===== src/rtl/vga_rectfill.sv =====
// Rectangle fill engine: a bus-programmed FSM that writes a solid RGB444
// rectangle into a 640x480 frame buffer through an arbitrated VRAM port.
module vga_rectfill #(
  parameter int XLEN = 32
) (
  input  logic            clk,
  input  logic            rst,
  input  logic            sel,
  input  logic [XLEN-1:0] addr,
  input  logic [3:0]      we,
  input  logic [XLEN-1:0] qin,
  output logic [XLEN-1:0] qout,
  input  logic            vblank,
  output logic            vram_req,
  input  logic            vram_gnt,
  output logic            vram_we,
  output logic [18:0]     vram_addr,
  output logic [11:0]     vram_din,
  output logic            irq
);

  typedef enum logic [2:0] {
    S_IDLE, S_WAITVB, S_SETUP, S_FILL, S_DONE
  } state_t;

  localparam logic [10:0] H_RES = 11'd640;
  localparam logic [10:0] V_RES = 11'd480;

  state_t      state;
  logic        vbsync, irqen, done_flag, vblank_d;
  logic [9:0]  x0, y0, w, h;
  logic [11:0] color;
  logic [9:0]  col, row, last_col, last_row;
  logic [18:0] row_base;

  logic wr, wr_ctrl, wr_status, start, busy, empty, last_pixel, done_set;
  logic [10:0] x_room, y_room, wc, hc;
  logic [18:0] base_calc;

  assign wr        = sel && (we != 4'b0000);
  assign wr_ctrl   = wr && (addr[4:2] == 3'd0);
  assign wr_status = wr && (addr[4:2] == 3'd1);
  assign busy      = (state != S_IDLE);
  assign start     = wr_ctrl && qin[0] && !busy;

  // Clipping and row base are evaluated from the live registers but only
  // consumed in SETUP, so later bus writes cannot disturb a running fill.
  assign empty     = ({1'b0, x0} >= H_RES) || ({1'b0, y0} >= V_RES) ||
                     (w == 10'd0) || (h == 10'd0);
  assign x_room    = H_RES - {1'b0, x0};
  assign y_room    = V_RES - {1'b0, y0};
  assign wc        = ({1'b0, w} < x_room) ? {1'b0, w} : x_room;
  assign hc        = ({1'b0, h} < y_room) ? {1'b0, h} : y_room;
  assign base_calc = ({9'd0, y0} << 9) + ({9'd0, y0} << 7) + {9'd0, x0};

  assign vram_we    = vram_req & vram_gnt;
  assign last_pixel = (col == last_col) && (row == last_row);
  assign done_set   = ((state == S_SETUP) && empty) ||
                      ((state == S_FILL) && vram_we && last_pixel);
  assign irq        = done_flag & irqen;

  always_comb begin
    qout = '0;
    if (sel) begin
      case (addr[4:2])
        3'd0: qout[2:0] = {irqen, vbsync, 1'b0};
        3'd1: qout[1:0] = {done_flag, busy};
        3'd2: begin qout[9:0] = x0; qout[25:16] = y0; end
        3'd3: begin qout[9:0] = w;  qout[25:16] = h;  end
        3'd4: qout[11:0] = color;
        default: qout = '0;
      endcase
    end
  end

  // NOTE: every state bit, including datapath registers, is cleared by rst so
  // that an abort mid-fill leaves no stale address or colour on the VRAM port.
  always_ff @(posedge clk) begin
    if (rst) begin
      state     <= S_IDLE;
      vbsync    <= 1'b0;
      irqen     <= 1'b0;
      done_flag <= 1'b0;
      vblank_d  <= 1'b0;
      x0        <= '0;
      y0        <= '0;
      w         <= '0;
      h         <= '0;
      color     <= '0;
      col       <= '0;
      row       <= '0;
      last_col  <= '0;
      last_row  <= '0;
      row_base  <= '0;
      vram_req  <= 1'b0;
      vram_addr <= '0;
      vram_din  <= '0;
    end else begin
      vblank_d  <= vblank;
      // Completion set wins over a simultaneous write-1-clear.
      done_flag <= done_set | (done_flag & ~(wr_status & qin[1]));
      if (wr_ctrl) begin
        vbsync <= qin[1];
        irqen  <= qin[2];
      end
      if (wr && addr[4:2] == 3'd2) begin
        x0 <= qin[9:0];
        y0 <= qin[25:16];
      end
      if (wr && addr[4:2] == 3'd3) begin
        w <= qin[9:0];
        h <= qin[25:16];
      end
      if (wr && addr[4:2] == 3'd4) color <= qin[11:0];

      case (state)
        S_IDLE:
          if (start) state <= qin[1] ? S_WAITVB : S_SETUP;
        S_WAITVB:
          if (vblank && !vblank_d) state <= S_SETUP;
        S_SETUP: begin
          if (empty) begin
            state <= S_DONE;
          end else begin
            last_col  <= 10'(wc - 11'd1);
            last_row  <= 10'(hc - 11'd1);
            col       <= '0;
            row       <= '0;
            row_base  <= base_calc;
            vram_addr <= base_calc;
            vram_din  <= color;
            vram_req  <= 1'b1;
            state     <= S_FILL;
          end
        end
        S_FILL:
          if (vram_we) begin
            if (last_pixel) begin
              vram_req <= 1'b0;
              state    <= S_DONE;
            end else if (col == last_col) begin
              col       <= '0;
              row       <= row + 10'd1;
              row_base  <= row_base + 19'd640;
              vram_addr <= row_base + 19'd640;
            end else begin
              col       <= col + 10'd1;
              vram_addr <= vram_addr + 19'd1;
            end
          end
        S_DONE:
          state <= S_IDLE;
        default:
          state <= S_IDLE;
      endcase
    end
  end

endmodule


===== config.mk =====
export PLATFORM = sky130hd
export DESIGN_NAME = vga_rectfill
export DESIGN_NICKNAME = d
export VERILOG_FILES = /design/src/rtl/vga_rectfill.sv
export SDC_FILE = /design/constraint.sdc
export NUM_CORES = 1
export LEC_CHECK = 0
export CELL_PAD_IN_SITES_DETAIL_PLACEMENT = 0
export CELL_PAD_IN_SITES_GLOBAL_PLACEMENT = 1
export CORE_UTILIZATION = 40
export CTS_CLUSTER_SIZE = 24
export DETAILED_ROUTE_END_ITERATION = 12
export GPL_TIMING_DRIVEN = 0
export MAX_ROUTING_LAYER = met4
export PLACE_DENSITY = 0.81
export SLEW_MARGIN = 30
export SYNTH_ARGS = -nofsm -noshare
export SYNTH_HDL_FRONTEND = slang
export SYNTH_SLANG_ARGS = --single-unit

===== constraint.sdc =====
create_clock -name clk -period 6.4 [get_ports clk]
set_input_delay 1.28 -clock clk [delete_from_list [all_inputs] [get_ports clk]]
set_output_delay 1.28 -clock clk [all_outputs]
set_load 0.05 [all_outputs]

==> results.cfg, run 1 <==
[pwr]
p_leak_nw = 4.12
ir_worst_vdd_mv = 0.126
p_total_mw = 2.19
p_per_area_nw_per_um2 = 197

[clock_tree]
htree_num_levels = 4
clkSinkCount = 150
clkSlewWorstSetupHoldPaths_ns = 0.06
cts_buffers = 17
hold_buffers = 0
clk_latency_ns = 0.44
root_buffer = clkbuf_16
post_cts_resized = 0
cts_setup_buffers = 0
cts_buffer_depth = 2
cts_tree = yes

[critical_path]
cpMostUsedCell = clkdlybuf4s50_1
worst-path-max-fanout = 10
slowest_stage = clkdlybuf4s50_1
start_kind = input pin
crit_arrival_ns = 3.93
cp_cell_sequence = clkdlybuf4s50_1, clkbuf_1, buf_1, mux2i_1, nor2_1, clkdlybuf4s50_1
rr_startpoint = y0[0]$_SDFFE_PP0P_
end_kind = output port
regToRegSetupSlack_ns = 1.26
slowest_delay_ns = 0.83
r2r_end = last_row[8]$_SDFFE_PP0P_
cp.required_ns = 5.12
rr_worst_depth = 18
setup.worst_path.class = in -> out

[yosys]
synth_top_family_by_area = simple AND/OR/NAND/NOR gates
yosysWarnings = 0
synth_top_area_share_pct = 32.5
ys_types = 71
synth_xor_area_share_pct = 9.02
netlist_instances = 1214
yosys.area_share.adder_pct = 6.40
synth_edf_count = 0
ys_seq_area_share_pct = 32.5
ys_async_sr_fraction_pct = 0
synth.area.mux_share_pct = 3.06
synth.avg_cell_area_um2 = 7.60
synth.area.top_cells = dfxtp_1 (33%), nand2_1 (8.7%), a21oi_1 (7.2%)
ys.flop_type = dfxtp_1
yosysTopAreaCell = dfxtp_1
ys_ff_latch = 150
synth-compound-area-share_pct = 18.5
yosys.area_share.simple_pct = 25.8
synth_area_um2 = 9230

[finish]
final_common_cell = nand2_1
final_cell_mix = nand2_1 (215), dfxtp_1 (150), a21oi_1 (132)
nets = 1449
num_antenna_cells = 0
areaGrowthSynthToFinish_pct = 20.0
drive_above_1_share_pct = 4.32

[grt]
grt_pass1_wl_um = 47100
grt_pass1_vias = 8624
grt_max_degree = 17
grt.overflow.total = 0
antenna_found_initial = 0
track_usage_pct = 25.9

[hold_path]
holdPathStages = 2
holdPathEnd = row_base[2]$_SDFFE_PP0P_
min_from = row_base[2]$_SDFFE_PP0P_
min_path_type = reg -> reg

[sta]
period_minus_slack_ns = 5.21
min_period_over_period_pct = 81.4
relSlewSlack_pct = 36.0
fmax_mhz = 192
finalSetupViolations = 0
slew_viol_final = 0
rsz0062_at_grt = no
finalClockSkew_ns = 0.0154
hold_violations = 0
worst_pin_slew_ns = 0.947
fin_tns_setup_ns = 0

[routing]
drt_iter0_markers = 693
drc = 0
firstDrtPassIters = 5
post_drt_wl_per_cell_um = 17.9
ant_nets = 0
vias_per_cell = 5.53
vias = 9007
wirelength_um = 29100

[placed_design]
finalWeightedCongestion = 0.900
numPortBuffers = 88
dp_hpwl_um = 22100

[floorplanning]
io_pins = 139
die_area_um2 = 23700
die_width_um = 154
core_area_um2 = 22600
rows = 55
start_util_pct = 40.8
fp.dieH_um = 154

[job]
maxCapViolCount = 0

[status]
status = finished, final reports clean
[through the flow]
step | hold slack [ns] | instances | util [%] | instance area (um2) | worst slack [ns]
finish | 0.462 | 1628 | 48.9 | 11100 | 1.19
global route | 0.479 | 1628 | 48.9 | 11100 | 0.801
CTS | 0.457 | 1628 | 48.9 | 11100 | 1.19
detailed placement | 0.447 | 1596 | 46.4 | 10500 | 1.20
global placement | 0.439 | 1596 | 46.4 | 10500 | 1.17
floorplan | 0.431 | 1223 | - | 9260 | 1.94
[cell usage after synthesis (all sizes together) (10+ instances only)]
| cell | count |
|---|---|
| clkbuf | 61 |
| nor2 | 114 |
| nand4 | 21 |
| nand3b | 13 |
| nor3 | 32 |
| mux2i | 26 |
| dfxtp | 150 |
| a31oi | 11 |
| a21o | 10 |
| a211oi | 18 |
| nand2 | 215 |
| xor2 | 42 |
| ha | 44 |
| nand3 | 40 |
| buf | 14 |
| a21oi | 132 |
| xnor2 | 53 |
| and2 | 10 |
| o21ai | 40 |
| nor2b | 10 |
| inv | 27 |
| o211ai | 11 |
| and3 | 11 |
[cell type report]
class | count | area [um2]
inverter | 27 | 101
tap | 285 | 357
multi-input combinational | 971 | 5830
clock buffer | 18 | 429
buffer | 75 | 325
sequential | 150 | 3000
clock inverter | 14 | 141
timing repair buffer | 88 | 881
fill | 2275 | 11600
[worst max-delay path, delay by kind of cell]
| family | cells | cell delay, ns |
|---|---|---|
| and+or+nand+nor | 1 | 0.15 |
| muxes | 1 | 0.17 |
| buffers and inverters | 4 | 2.32 |
[power by group]
group          internal (mW)  total, mW  switching (mW)
Clock                  0.545      0.994           0.449
Sequential             0.942      0.956          0.0137
Combinational         0.0910      0.236           0.145
Total                   1.58       2.19           0.608
[sequential cells by signal (all words and copies together) (netlist names), 12 cells and up]
| register | cells |
|---|---|
| vram_addr | 19 |
| color | 12 |
| vram_din | 12 |
| row_base | 19 |
[logic make-up (layout without fill, tap and decap cells)]
group,after synthesis,in the layout
simple gates,514,514
fa+ha+maj,46,46
flops,150,150
mux,28,28
buf+inv,102,222
other cells,1,10
compound gates,278,278
xor+xnor,95,95
[worst max path at each step]
stage	startpoint	to	slack, ns	cells past startpoint
2_1_floorplan	y0[0]$_SDFFE_PP0P_	last_row[8]$_SDFFE_PP0P_	1.94	18
3_3_place_gp	addr[2]	qout[17]	1.17	6
3_5_place_dp	addr[2]	qout[17]	1.20	6
4_1_cts	addr[2]	qout[17]	1.19	6
5_1_grt	y0[0]$_SDFFE_PP0P_	last_row[8]$_SDFFE_PP0P_	0.80	18
6_report	addr[2]	qout[16]	1.19	6
[per-layer routing]
metal | track usage, % | vias to the layer above | wire [um]
met3 | 4.26 | 38 | 1560
met4 | 6.33 | 0 | 469
met2 | 40.3 | 301 | 13000
met1 | 34.8 | 4185 | 14100
met5 | - | - | 0
li1 | - | 4483 | -
(Power assumes the default switching activity.)
==> run 2: changes to the inputs <==
- CORE_UTILIZATION: 40 -> 36
- PLACE_DENSITY: 0.81 -> 0.77
- clock period: 6.4 -> 4.2 ns (I/O delays scaled with it)
==> results.cfg, run 2 (synthesis results as in run 1) <==
[status]
status = finished, final reports clean

[clock_tree]
clk_latency_ns = 0.44
root_buffer = clkbuf_16
htree_num_levels = 4
clkSinkCount = 150
cts_buffers = 17
hold_buffers = 0
cts_tree = yes
cts_buffer_depth = 2
clkSlewWorstSetupHoldPaths_ns = 0.07

[critical_path]
end_kind = register
slowest_stage = or4b_4
crit_arrival_ns = 4.45
cp.required_ns = 4.58
worst-path-max-fanout = 5
setup.worst_path.class = reg -> reg
start_kind = register
slowest_delay_ns = 0.50
cp_cell_sequence = inv_1, ha_4, or4b_4, nand2_4, xnor2_4, ha_4, a21oi_1, and3_4, o21ai_4, o211ai_1, nand2_2, mux2i_2, ha_2, and4_4, o21ai_4, a221o_1, or3_1, nand3_1
regToRegSetupSlack_ns = 0.12

[grt]
gr-usage-met1_pct = 32.7
track_usage_pct = 23.9
grt_pass1_wl_um = 47700
busiest_layer = met2
grt_max_degree = 17
grt_use_met3_pct = 2.83
grt_use_met2_pct = 37.4
antenna_found_initial = 0
grt.overflow.total = 0
grt_pass1_vias = 8588

[finish]
drive_above_1_share_pct = 8.53
final_cell_mix = nand2_1 (212), dfxtp_1 (140), a21oi_1 (132)
nets = 1466
num_antenna_cells = 0
reg_top3 = row_base x19, vram_addr x19
final_area_um2 = 11500
areaGrowthSynthToFinish_pct = 24.5
fillers = 2543
final_common_cell = nand2_1

[placed_design]
numPortBuffers = 88
finalWeightedCongestion = 0.885
dpl_cell_area_um2 = 10600
dp_hpwl_um = 22600

[pwr]
p_total_mw = 3.39
p_per_area_nw_per_um2 = 295
p_leak_nw = 4.33
ir_worst_vdd_mv = 0.199

[sta]
slew_viol_final = 0
min_period_over_period_pct = 97.1
period_minus_slack_ns = 4.08
relSlewSlack_pct = 38.3
fmax_mhz = 245
hold_violations = 0
finalSetupViolations = 0
worst_pin_slew_ns = 0.913
hold_ws_ns = 0.455
finalClockSkew_ns = 0.0153

[routing]
drt_iter0_markers = 701
post_drt_wl_per_cell_um = 17.8
vias = 8981
ant_nets = 0
drc = 0
vias_per_cell = 5.31
wirelength_um = 30000
firstDrtPassIters = 6

[floorplanning]
die_width_um = 162
rows = 58
die_area_um2 = 26300
start_util_pct = 36.6
core_area_um2 = 25200
fp.dieH_um = 162
io_pins = 139

[job]
maxCapViolCount = 0

[hold_path]
min_path_type = reg -> reg
## run 2: worst paths after layout
path | start | to | depth (start not counted)
worst min-delay path | row_base[1]$_SDFFE_PP0P_ | row_base[1]$_SDFFE_PP0P_ | 2
worst min register to register | row_base[1]$_SDFFE_PP0P_ | row_base[1]$_SDFFE_PP0P_ | 2
worst max-delay path | y0[1]$_SDFFE_PP0P_ | last_row[8]$_SDFFE_PP0P_ | 18
worst max register to register | y0[1]$_SDFFE_PP0P_ | last_row[8]$_SDFFE_PP0P_ | 18
## run 2: repair_timing
action | 4_1_cts | 5_1_grt
setup buffers | 8 | 14
gates resized for setup | 20 | 30
setup endpoints to repair | 19 | 7
pin swaps | 6 | 18
hold endpoints to repair | 0 | 0
## run 2: worst max-delay path, delay by kind of cell (launching register included)
family | cells | cell delay, ns
XOR/XNOR | 1 | 0.14
AND/OR/NAND/NOR | 7 | 1.61
adder cells (fa/ha/maj) | 3 | 0.65
flip-flops | 1 | 0.35
buffers and inverters | 1 | 0.08
AO/OA/AOI/OAI | 5 | 0.93
multiplexers | 1 | 0.23
## run 2: per-stage QoR
stage                     setup TNS, ns  cells  utilization, %  worst slack (ns)
after floorplan                       0   1223               -            0.0384
after global placement            -3.97   1641            42.0            -0.712
after detailed placement          -3.91   1641            42.0            -0.734
after CTS                             0   1679            44.8           0.00111
after global routing             -0.136   1690            45.6           -0.0703
final                                 0   1690            45.6             0.124
## run 2: cell type report
type	count	area (um2)	share of cell area, %
Clock buffer	18	439	3.82
Sequential cell	150	3020	26.3
Tap cell	330	413	3.59
Timing Repair Buffer	110	1050	9.15
Multi-Input combinational cell	971	6020	52.4
Inverter	27	101	0.882
Buffer	70	304	2.65
Clock inverter	14	144	1.25
## run 2: where the power goes
part	total (mW)	leakage [nW]	switching, mW	internal, mW
Sequential	1.46	1.22	0.0241	1.43
Combinational	0.386	2.84	0.229	0.157
Clock	1.54	0.274	0.695	0.848
Total	3.39	4.33	0.948	2.44
## run 2: per-layer routing
metal  routed length [um]  vias up
met1                14400     4158
met4                  388        0
met3                 1620       38
met5                    0        -
li1                     -     4510
met2                13600      275
==> run 3: changes to the inputs <==
- CTS_CLUSTER_SIZE: 24 -> unset
==> results of run 3 <==
Final layout, timing and power as in run 2 (identical DEF).
